## src/rtl/prog_counter_if.sv

```systemverilog
// Control and status bundle for prog_counter; the master drives controls and the slave (counter) drives status.
// Status signals are registered inside the counter; there is no handshake, so every field is sampled each clock.
interface prog_counter_if #(
  parameter int WIDTH      = 8,
  parameter int PRESCALE_W = 4
);
  logic                  en;
  logic                  clr;
  logic                  load;
  logic [WIDTH-1:0]      load_val;
  logic [1:0]            mode;
  logic [WIDTH-1:0]      max_val;
  logic [PRESCALE_W-1:0] presc;
  logic                  ovf_clr;
  logic [WIDTH-1:0]      count;
  logic                  dir;
  logic                  tc;
  logic                  wrap_sticky;

  modport master (
    output en, clr, load, load_val, mode, max_val, presc, ovf_clr,
    input  count, dir, tc, wrap_sticky
  );

  modport slave (
    input  en, clr, load, load_val, mode, max_val, presc, ovf_clr,
    output count, dir, tc, wrap_sticky
  );
endinterface

```

## src/rtl/prog_counter.sv

```systemverilog
// Programmable up/down/bounce/hold counter with prescaler, terminal-count pulse and sticky wrap flag.
// All outputs registered: a step is visible one cycle after its prescaler tick; no backpressure, inputs sampled every clock.
module prog_counter #(
  parameter int WIDTH      = 8,
  parameter int PRESCALE_W = 4
) (
  input  logic           clk,
  input  logic           rst_n,
  prog_counter_if.slave  bus
);

  localparam logic [1:0] MODE_UP     = 2'b00;
  localparam logic [1:0] MODE_DOWN   = 2'b01;
  localparam logic [1:0] MODE_BOUNCE = 2'b10;
  localparam logic [1:0] MODE_HOLD   = 2'b11;

  localparam logic [WIDTH-1:0]      CNT_ONE = WIDTH'(1);
  localparam logic [PRESCALE_W-1:0] PC_ONE  = PRESCALE_W'(1);

  logic [WIDTH-1:0]      count_q;
  logic                  dir_q;
  logic                  tc_q;
  logic                  wrap_q;
  logic [PRESCALE_W-1:0] pc_q;

  logic                  tick;
  logic [WIDTH-1:0]      nxt_count;
  logic                  nxt_dir;
  logic                  wrap_evt;

  assign tick = bus.en && (pc_q == bus.presc);

  // Next step value assuming a tick occurs; only committed on a tick.
  always_comb begin
    nxt_count = count_q;
    nxt_dir   = dir_q;
    wrap_evt  = 1'b0;
    case (bus.mode)
      MODE_UP: begin
        nxt_dir = 1'b1;
        if (count_q >= bus.max_val) begin
          nxt_count = '0;
          wrap_evt  = 1'b1;
        end else begin
          nxt_count = count_q + CNT_ONE;
        end
      end
      MODE_DOWN: begin
        nxt_dir = 1'b0;
        if (count_q == '0) begin
          nxt_count = bus.max_val;
          wrap_evt  = 1'b1;
        end else begin
          nxt_count = count_q - CNT_ONE;
        end
      end
      MODE_BOUNCE: begin
        if (dir_q) begin
          if (count_q >= bus.max_val) begin
            nxt_dir   = 1'b0;
            wrap_evt  = 1'b1;
            nxt_count = (bus.max_val == '0) ? '0 : bus.max_val - CNT_ONE;
          end else begin
            nxt_count = count_q + CNT_ONE;
          end
        end else begin
          if (count_q == '0) begin
            nxt_dir   = 1'b1;
            wrap_evt  = 1'b1;
            nxt_count = (bus.max_val == '0) ? '0 : CNT_ONE;
          end else begin
            nxt_count = count_q - CNT_ONE;
          end
        end
      end
      MODE_HOLD: begin
        nxt_count = count_q;
        nxt_dir   = dir_q;
      end
    endcase
  end

  always_ff @(posedge clk or negedge rst_n) begin
    if (!rst_n) begin
      count_q <= '0;
      dir_q   <= 1'b1;
      tc_q    <= 1'b0;
      wrap_q  <= 1'b0;
      pc_q    <= '0;
    end else begin
      tc_q <= 1'b0;
      if (bus.ovf_clr) begin
        wrap_q <= 1'b0;
      end
      if (bus.clr) begin
        count_q <= '0;
        dir_q   <= 1'b1;
        pc_q    <= '0;
      end else if (bus.load) begin
        count_q <= bus.load_val;
        pc_q    <= '0;
      end else if (bus.en) begin
        pc_q <= tick ? '0 : pc_q + PC_ONE;
        if (tick) begin
          count_q <= nxt_count;
          dir_q   <= nxt_dir;
          // Setting the sticky flag overrides a same-cycle ovf_clr.
          if (wrap_evt) begin
            tc_q   <= 1'b1;
            wrap_q <= 1'b1;
          end
        end
      end
    end
  end

  assign bus.count       = count_q;
  assign bus.dir         = dir_q;
  assign bus.tc          = tc_q;
  assign bus.wrap_sticky = wrap_q;

endmodule

```

## src/flat_wrapper.sv

```systemverilog
// flat-port wrapper written by rule: the top's interface ports become plain ports
module prog_counter_flat 
#(
  parameter int WIDTH      = 8,
  parameter int PRESCALE_W = 4
)
  (clk, rst_n, bus_en, bus_clr, bus_load, bus_load_val, bus_mode, bus_max_val, bus_presc, bus_ovf_clr, bus_count, bus_dir, bus_tc, bus_wrap_sticky);
  prog_counter_if #(.WIDTH(WIDTH), .PRESCALE_W(PRESCALE_W)) bus_i ();
  input  logic clk;
  input  logic rst_n;
  input wire logic [$bits(bus_i.en)-1:0] bus_en;
  input wire logic [$bits(bus_i.clr)-1:0] bus_clr;
  input wire logic [$bits(bus_i.load)-1:0] bus_load;
  input wire logic [$bits(bus_i.load_val)-1:0] bus_load_val;
  input wire logic [$bits(bus_i.mode)-1:0] bus_mode;
  input wire logic [$bits(bus_i.max_val)-1:0] bus_max_val;
  input wire logic [$bits(bus_i.presc)-1:0] bus_presc;
  input wire logic [$bits(bus_i.ovf_clr)-1:0] bus_ovf_clr;
  output wire logic [$bits(bus_i.count)-1:0] bus_count;
  output wire logic [$bits(bus_i.dir)-1:0] bus_dir;
  output wire logic [$bits(bus_i.tc)-1:0] bus_tc;
  output wire logic [$bits(bus_i.wrap_sticky)-1:0] bus_wrap_sticky;
  assign bus_i.en = bus_en;
  assign bus_i.clr = bus_clr;
  assign bus_i.load = bus_load;
  assign bus_i.load_val = bus_load_val;
  assign bus_i.mode = bus_mode;
  assign bus_i.max_val = bus_max_val;
  assign bus_i.presc = bus_presc;
  assign bus_i.ovf_clr = bus_ovf_clr;
  assign bus_count = bus_i.count;
  assign bus_dir = bus_i.dir;
  assign bus_tc = bus_i.tc;
  assign bus_wrap_sticky = bus_i.wrap_sticky;
  prog_counter #(.WIDTH(WIDTH), .PRESCALE_W(PRESCALE_W)) u_core (.clk(clk), .rst_n(rst_n), .bus(bus_i));
endmodule
```

## config.mk

```make
export PLATFORM = sky130hd
export DESIGN_NAME = prog_counter_flat
export DESIGN_NICKNAME = d
export VERILOG_FILES = /design/src/rtl/prog_counter_if.sv /design/src/rtl/prog_counter.sv /design/src/flat_wrapper.sv
export SDC_FILE = /design/constraint.sdc
export NUM_CORES = 1
export LEC_CHECK = 0
export ABC_AREA = 0
export BUFFER_PORTS_ARGS = -buffer_cell sky130_fd_sc_hd__buf_2
export CORE_AREA = 2 2 95 97
export DETAILED_ROUTE_END_ITERATION = 8
export DIE_AREA = 0 0 97 99
export GPL_ROUTABILITY_DRIVEN = 0
export PLACE_DENSITY = 0.4
export SYNTH_ARGS = -nofsm -noshare
export SYNTH_HDL_FRONTEND = slang
export SYNTH_SLANG_ARGS = --single-unit
```

## constraint.sdc

```tcl
create_clock -name clk -period 3.6 [get_ports clk]
set_input_delay 0.18 -clock clk [delete_from_list [all_inputs] [get_ports clk]]
set_output_delay 0.18 -clock clk [all_outputs]
set_load 0.02 [all_outputs]
```

Yosys cells after proc, flatten, opt, wreduce, memory -nomap -nowiden
Cells that the tools add are included.
{"block": "word_totals", "reg_bits": 15, "output_inout_bits": 11, "wordCells": 65, "inputBits": 28}
{"block": "op_classes", "order_cmp": 1, "n_reduce_logical": 10, "n_mux": 38, "n_addsub": 4, "eq_ne": 7}
{"op": "$mux W8", "n": 10}
{"op": "$pmux W8 S3", "n": 1}
{"op": "$mux W1", "n": 21}
{"op": "$logic_not A8 Y1", "n": 2}
{"op": "$mux W4", "n": 4}
{"op": "$sub A8 B1 Y8 const B", "n": 2}
{"op": "$add A8 B1 Y8 const B", "n": 1}
{"op": "$ge A8 B8 Y1", "n": 1}
{"op": "$pmux W1 S3", "n": 2}
{"op": "$reduce_bool A3 Y1", "n": 2}
{"op": "$add A4 B1 Y4 const B", "n": 1}
{"op": "$eq A2 B2 Y1 const B", "n": 2}
{"op": "$eq A4 B4 Y1", "n": 1}
{"op": "$ne A2 B2 Y1 const B", "n": 2}
{"op": "$reduce_and A4 Y1", "n": 1}
{"op": "$reduce_bool A2 Y1", "n": 2}
{"op": "$ne A3 B3 Y1 const B", "n": 1}
{"op": "$reduce_and A3 Y1", "n": 1}
{"op": "$eq A2 B1 Y1 const B", "n": 1}
{"op": "$logic_not A2 Y1", "n": 1}
{"op": "$logic_and A1 B1 Y1", "n": 1}

Longest topological paths before layout
{"block": "logic_depth", "ltp_word": 9, "ltp_mapped": 9, "depth_no_buf": 8}

Worst setup path before layout
OpenSTA, ideal clock, no wires.
{"block": "synth_timing", "kind": "register -> register", "from": "reg u_core.count_q[0] (netlist: u_core.bus.count[0])", "to": "reg u_core.count_q[4] (netlist: u_core.bus.count[4])", "period_less_slack_ps": 2584, "t_arrival_ps": 2480, "stages_incl_launch_ff": 10, "required_ps": 3496, "n_path_buf": 1, "setup_slack_ps": 1016, "setup_ps": 104, "cell_sequence": "dfrtp_1 > inv_1 > ha_1 > nand2b_1 > a2111oi_0 > o21a_1 > buf_2 > o21ai_0 > a22o_1 > a221oi_1"}
{"block": "synth_via", "elab_chain_cells": 8, "elab_cells_between_ends": 14, "classes_between": "add/sub: 2; order compare: 1; mux: 10; reduce/logical: 1"}
{"item": "start, declared", "line_no": "prog_counter.sv:20", "text": "logic [WIDTH-1:0] count_q;"}
{"item": "start signal, assigned", "line_no": "prog_counter.sv:100", "text": "count_q <= bus.load_val;"}
{"item": "start signal, assigned", "line_no": "prog_counter.sv:105", "text": "count_q <= nxt_count;"}
{"item": "$sub A8 B1 Y8, or another cell as far along", "line_no": "prog_counter.sv:54, prog_counter.sv:72"}
{"item": "$mux W8 (on tied branches)", "line_no": "prog_counter.sv:67, prog_counter.sv:59"}
{"item": "$mux W8", "line_no": "prog_counter.sv:58", "text": "if (dir_q) begin"}
{"item": "$pmux W8 S3 (*)", "line_no": "prog_counter.sv:38", "text": "case (bus.mode)"}
{"item": "$mux W8 (*)", "line_no": "prog_counter.sv:104", "text": "if (tick) begin"}
{"item": "$mux W8 (*)", "line_no": "prog_counter.sv:102", "text": "end else if (bus.en) begin"}
{"item": "$mux W8 (*)", "line_no": "prog_counter.sv:99", "text": "end else if (bus.load) begin"}
{"item": "$mux W8 (*)", "line_no": "prog_counter.sv:95", "text": "if (bus.clr) begin"}
Every way passes the cells marked *; elsewhere a longest branch is shown, timed or not. The select of a mux whose other input is x is not followed.
A chain may end at the register's enable or synchronous reset.

Worst setup path in the final report
{"block": "layout_timing", "from": "reg u_core.count_q[0] (netlist: u_core.bus.count[0])", "to": "reg u_core.count_q[3] (netlist: u_core.bus.count[3])"}
Same word-level chain as after synthesis.

==> impl_metrics.tcl <==
set metrics [dict create \
    finalCritPeriodShare 0.811 \
    crit_chain "inv_1 -> ha_1 -> nand2b_1 -> a2111oi_0 -> o21ai_0 -> a21oi_1 -> o22ai_1 -> a221oi_1" \
    ir_worst_vdd_mv 0.0918 \
    crit_slowest_cell "dfrtp_1" \
    ant_nets 0 \
    reg2regPathDepth 8 \
    synth_area_per_cell_um2 7.66 \
    synthXorXnorAreaFrac 0.0835 \
    max_slew_margin 0.490 \
    maxCapViolCount 0 \
    endpoint "u_core.bus.count[3]" \
    final_cells 402 \
    clock_sinks 15 \
    fmax_ghz 0.343 \
    setup_viol 0 \
    cts_tree "yes" \
    startpoint_type "register" \
    path_max_fanout 10 \
    via_per_inst 5.20 \
    first_global_vias 2068 \
    gr-max-usage-layer "met2" \
    grt_use_met2 0.260 \
    drc 0 \
    ys_warn_count 0 \
    status "completed" \
    yosysUniqueCellTypes 58 \
    nFillCells 963 \
    arrival_ps 3070 \
    maxSlewViolCount 0 \
    grt_usage 0.149 \
    end_kind "register" \
    root_buffer "clkbuf_8" \
    fin_hold_ws_ps 181 \
    synth-compound-area-share 0.279 \
    drt_iter0_drc 105 \
    yosys-top-cells-area "dfrtp_1, ha_1, xnor2_1" \
    grtUsageMet1 0.202 \
    drt_pre_antenna_iters 4 \
    path_class "register to register" \
    worst-path-stages 8 \
    grt_overflow_total 0 \
    drive_gt1_frac 0.180 \
    place_area_um2 2280 \
    yosysTopAreaCell "dfrtp_1" \
    critPathRequiredTime_ps 3750 \
    place_inst 397 \
    synth_fa_ha_area_frac 0.119 \
    clkLatencyLatePin_ps 250 \
    worstMarginPinSlew_ps 757 \
    synth-simple-area-share 0.237 \
    crit_family "compound AO/OA/AOI/OAI gates" \
    syn_inst 260 \
    r2r_start "u_core.bus.count[0]" \
    cts_buffers 3 \
    drt_wl_total_um 7180 \
    regArea_um2 377 \
    fin_crit_ps 2920 \
    async_flop_share 1.00 \
    tns_ps 0 \
    htree_levels 1 \
    grt_max_degree 18 \
    final_common_cell "buf_2" \
    rrSetupSlack_ps 680 \
    synth_mux_area_frac 0.0151 \
    cellLeakagePower_nw 1.03 \
    netlist_area_um2 1990 \
    die_area_um2 9600 \
    io_buffers 38 \
    synth_top_family_by_area "compound AO/OA/AOI/OAI gates" \
    synthToLayoutAreaGrowth_pct 17.1 \
    die_w_um 97 \
    start_util 0.233 \
    design_area_um2 2330 \
    synth_nets 307 \
    ys_ff_latch 15 \
    seq_area_frac_synth 0.189 \
    synth_edf_count 0 \
    fin_skew_ps 3.94 \
    yosys_most_used_dff "dfrtp_1" \
    r2r_end "u_core.bus.count[3]" \
    synth_top_area_share 0.176 \
    final_cell_mix "buf_2, inv_1, ha_1" \
    slowest_delay_ps 510 \
    avgRoutedWirePerCell_um 17.9 \
    grtUsageMet3 0.0191 \
    cts_setup_buffers 0 \
    hpwl_um 5760 \
    vias 2092 \
    rsz0062_at_grt "false" \
    finalHoldViolCount 0 \
    io_pins 39 \
    finalNetCount 342 \
    rows 34 \
    multiInputGateArea_um2 1460 \
    whs_path_depth 2 \
    hold_class "primary input to register" \
    core_um2 8550 \
    cp.buffers_inverters 1 \
    clk_pin_slew_worst_paths_ps 70 \
    worstSetupStartpoint "u_core.bus.count[0]" \
    die_h_um 99 \
    p_per_area_nw_per_um2 252 \
    antenna_found_initial 0 \
    grt_pass1_wl_um 11500 \
    n_antenna_cell 0 \
    max-clock-path-buffers 2 \
]
-- final cells by class --
cell class,instances,share of cell area
clock buffer,3,0.0177
clock inverter,1,0.00215
inverter,22,0.0354
multi-input combinational,210,0.627
sequential,15,0.161
tap,108,0.0579
timing repair buffer,43,0.0987
-- flip-flops by register name, indices dropped and copies added, names as in the netlist --
signal / cells
u_core.bus.wrap_sticky: 1
u_core.pc_q: 4
u_core.bus.dir: 1
u_core.bus.count: 8
u_core.bus.tc: 1
-- through the flow --
stage,worst slack [ps],util,total power [mW]
final,681,0.273,0.587
after global routing,221,0.273,0.628
after CTS,689,0.273,0.593
after detailed placement,720,0.266,0.444
after global placement,801,0.266,0.448
after floorplan,1020,-,0.360
-- cell usage after synthesis (all sizes together), types with 3 or more instances --
library cell	number
inv	21
ha	19
nand2	18
nor2	17
o21ai	17
a21oi	16
xnor2	15
dfrtp	14
nand3	10
clkbuf	7
buf	6
nor3	6
and3	5
or3	5
or4	5
a211oi	4
a21o	4
nand2b	4
nor3b	4
nor4	4
o22ai	4
xor2	4
a2111oi	3
a31oi	3
mux2i	3
nand4	3
o211ai	3
o21a	3
o31ai	3
-- cell families after synthesis --
kind of cell,after synthesis
buf+inv,35
mux,3
fa+ha+maj,19
compound gates,81
simple gates,88
flops,15
xor+xnor,19
-- worst min-delay path by stage --
stage / from / to / slack, ps
floorplan: rst_n / u_core.bus.count[0] / -120
global placement: rst_n / u_core.bus.count[5] / 130
detailed placement: rst_n / u_core.bus.tc / 130
CTS: bus_clr / u_core.bus.count[1] / 180
global route: bus_clr / u_core.bus.count[1] / 180
finish: bus_clr / u_core.bus.count[1] / 180
-- repair_timing --
action                    in CTS  in global routing
hold buffers                   1                  0
resized for setup              0                  0
hold endpoints to repair      14                  0
-- per-layer routing --
metal,part of all wire,up-vias,wire length (µm)
met1,0.48,1026,3440
met2,0.49,31,3490
met3,0.028,4,198
met5,0,-,0
met4,0.0084,0,60
li1,-,1031,-
-- power breakdown --
part / internal, mW / switching, mW / leakage [nW]
sequential: 0.175 / 0.0178 / 0.200
combinational: 0.0949 / 0.155 / 0.807
clock: 0.0768 / 0.0670 / 0.0255
total: 0.347 / 0.240 / 1.03
Power figures use the tool's default switching activity.
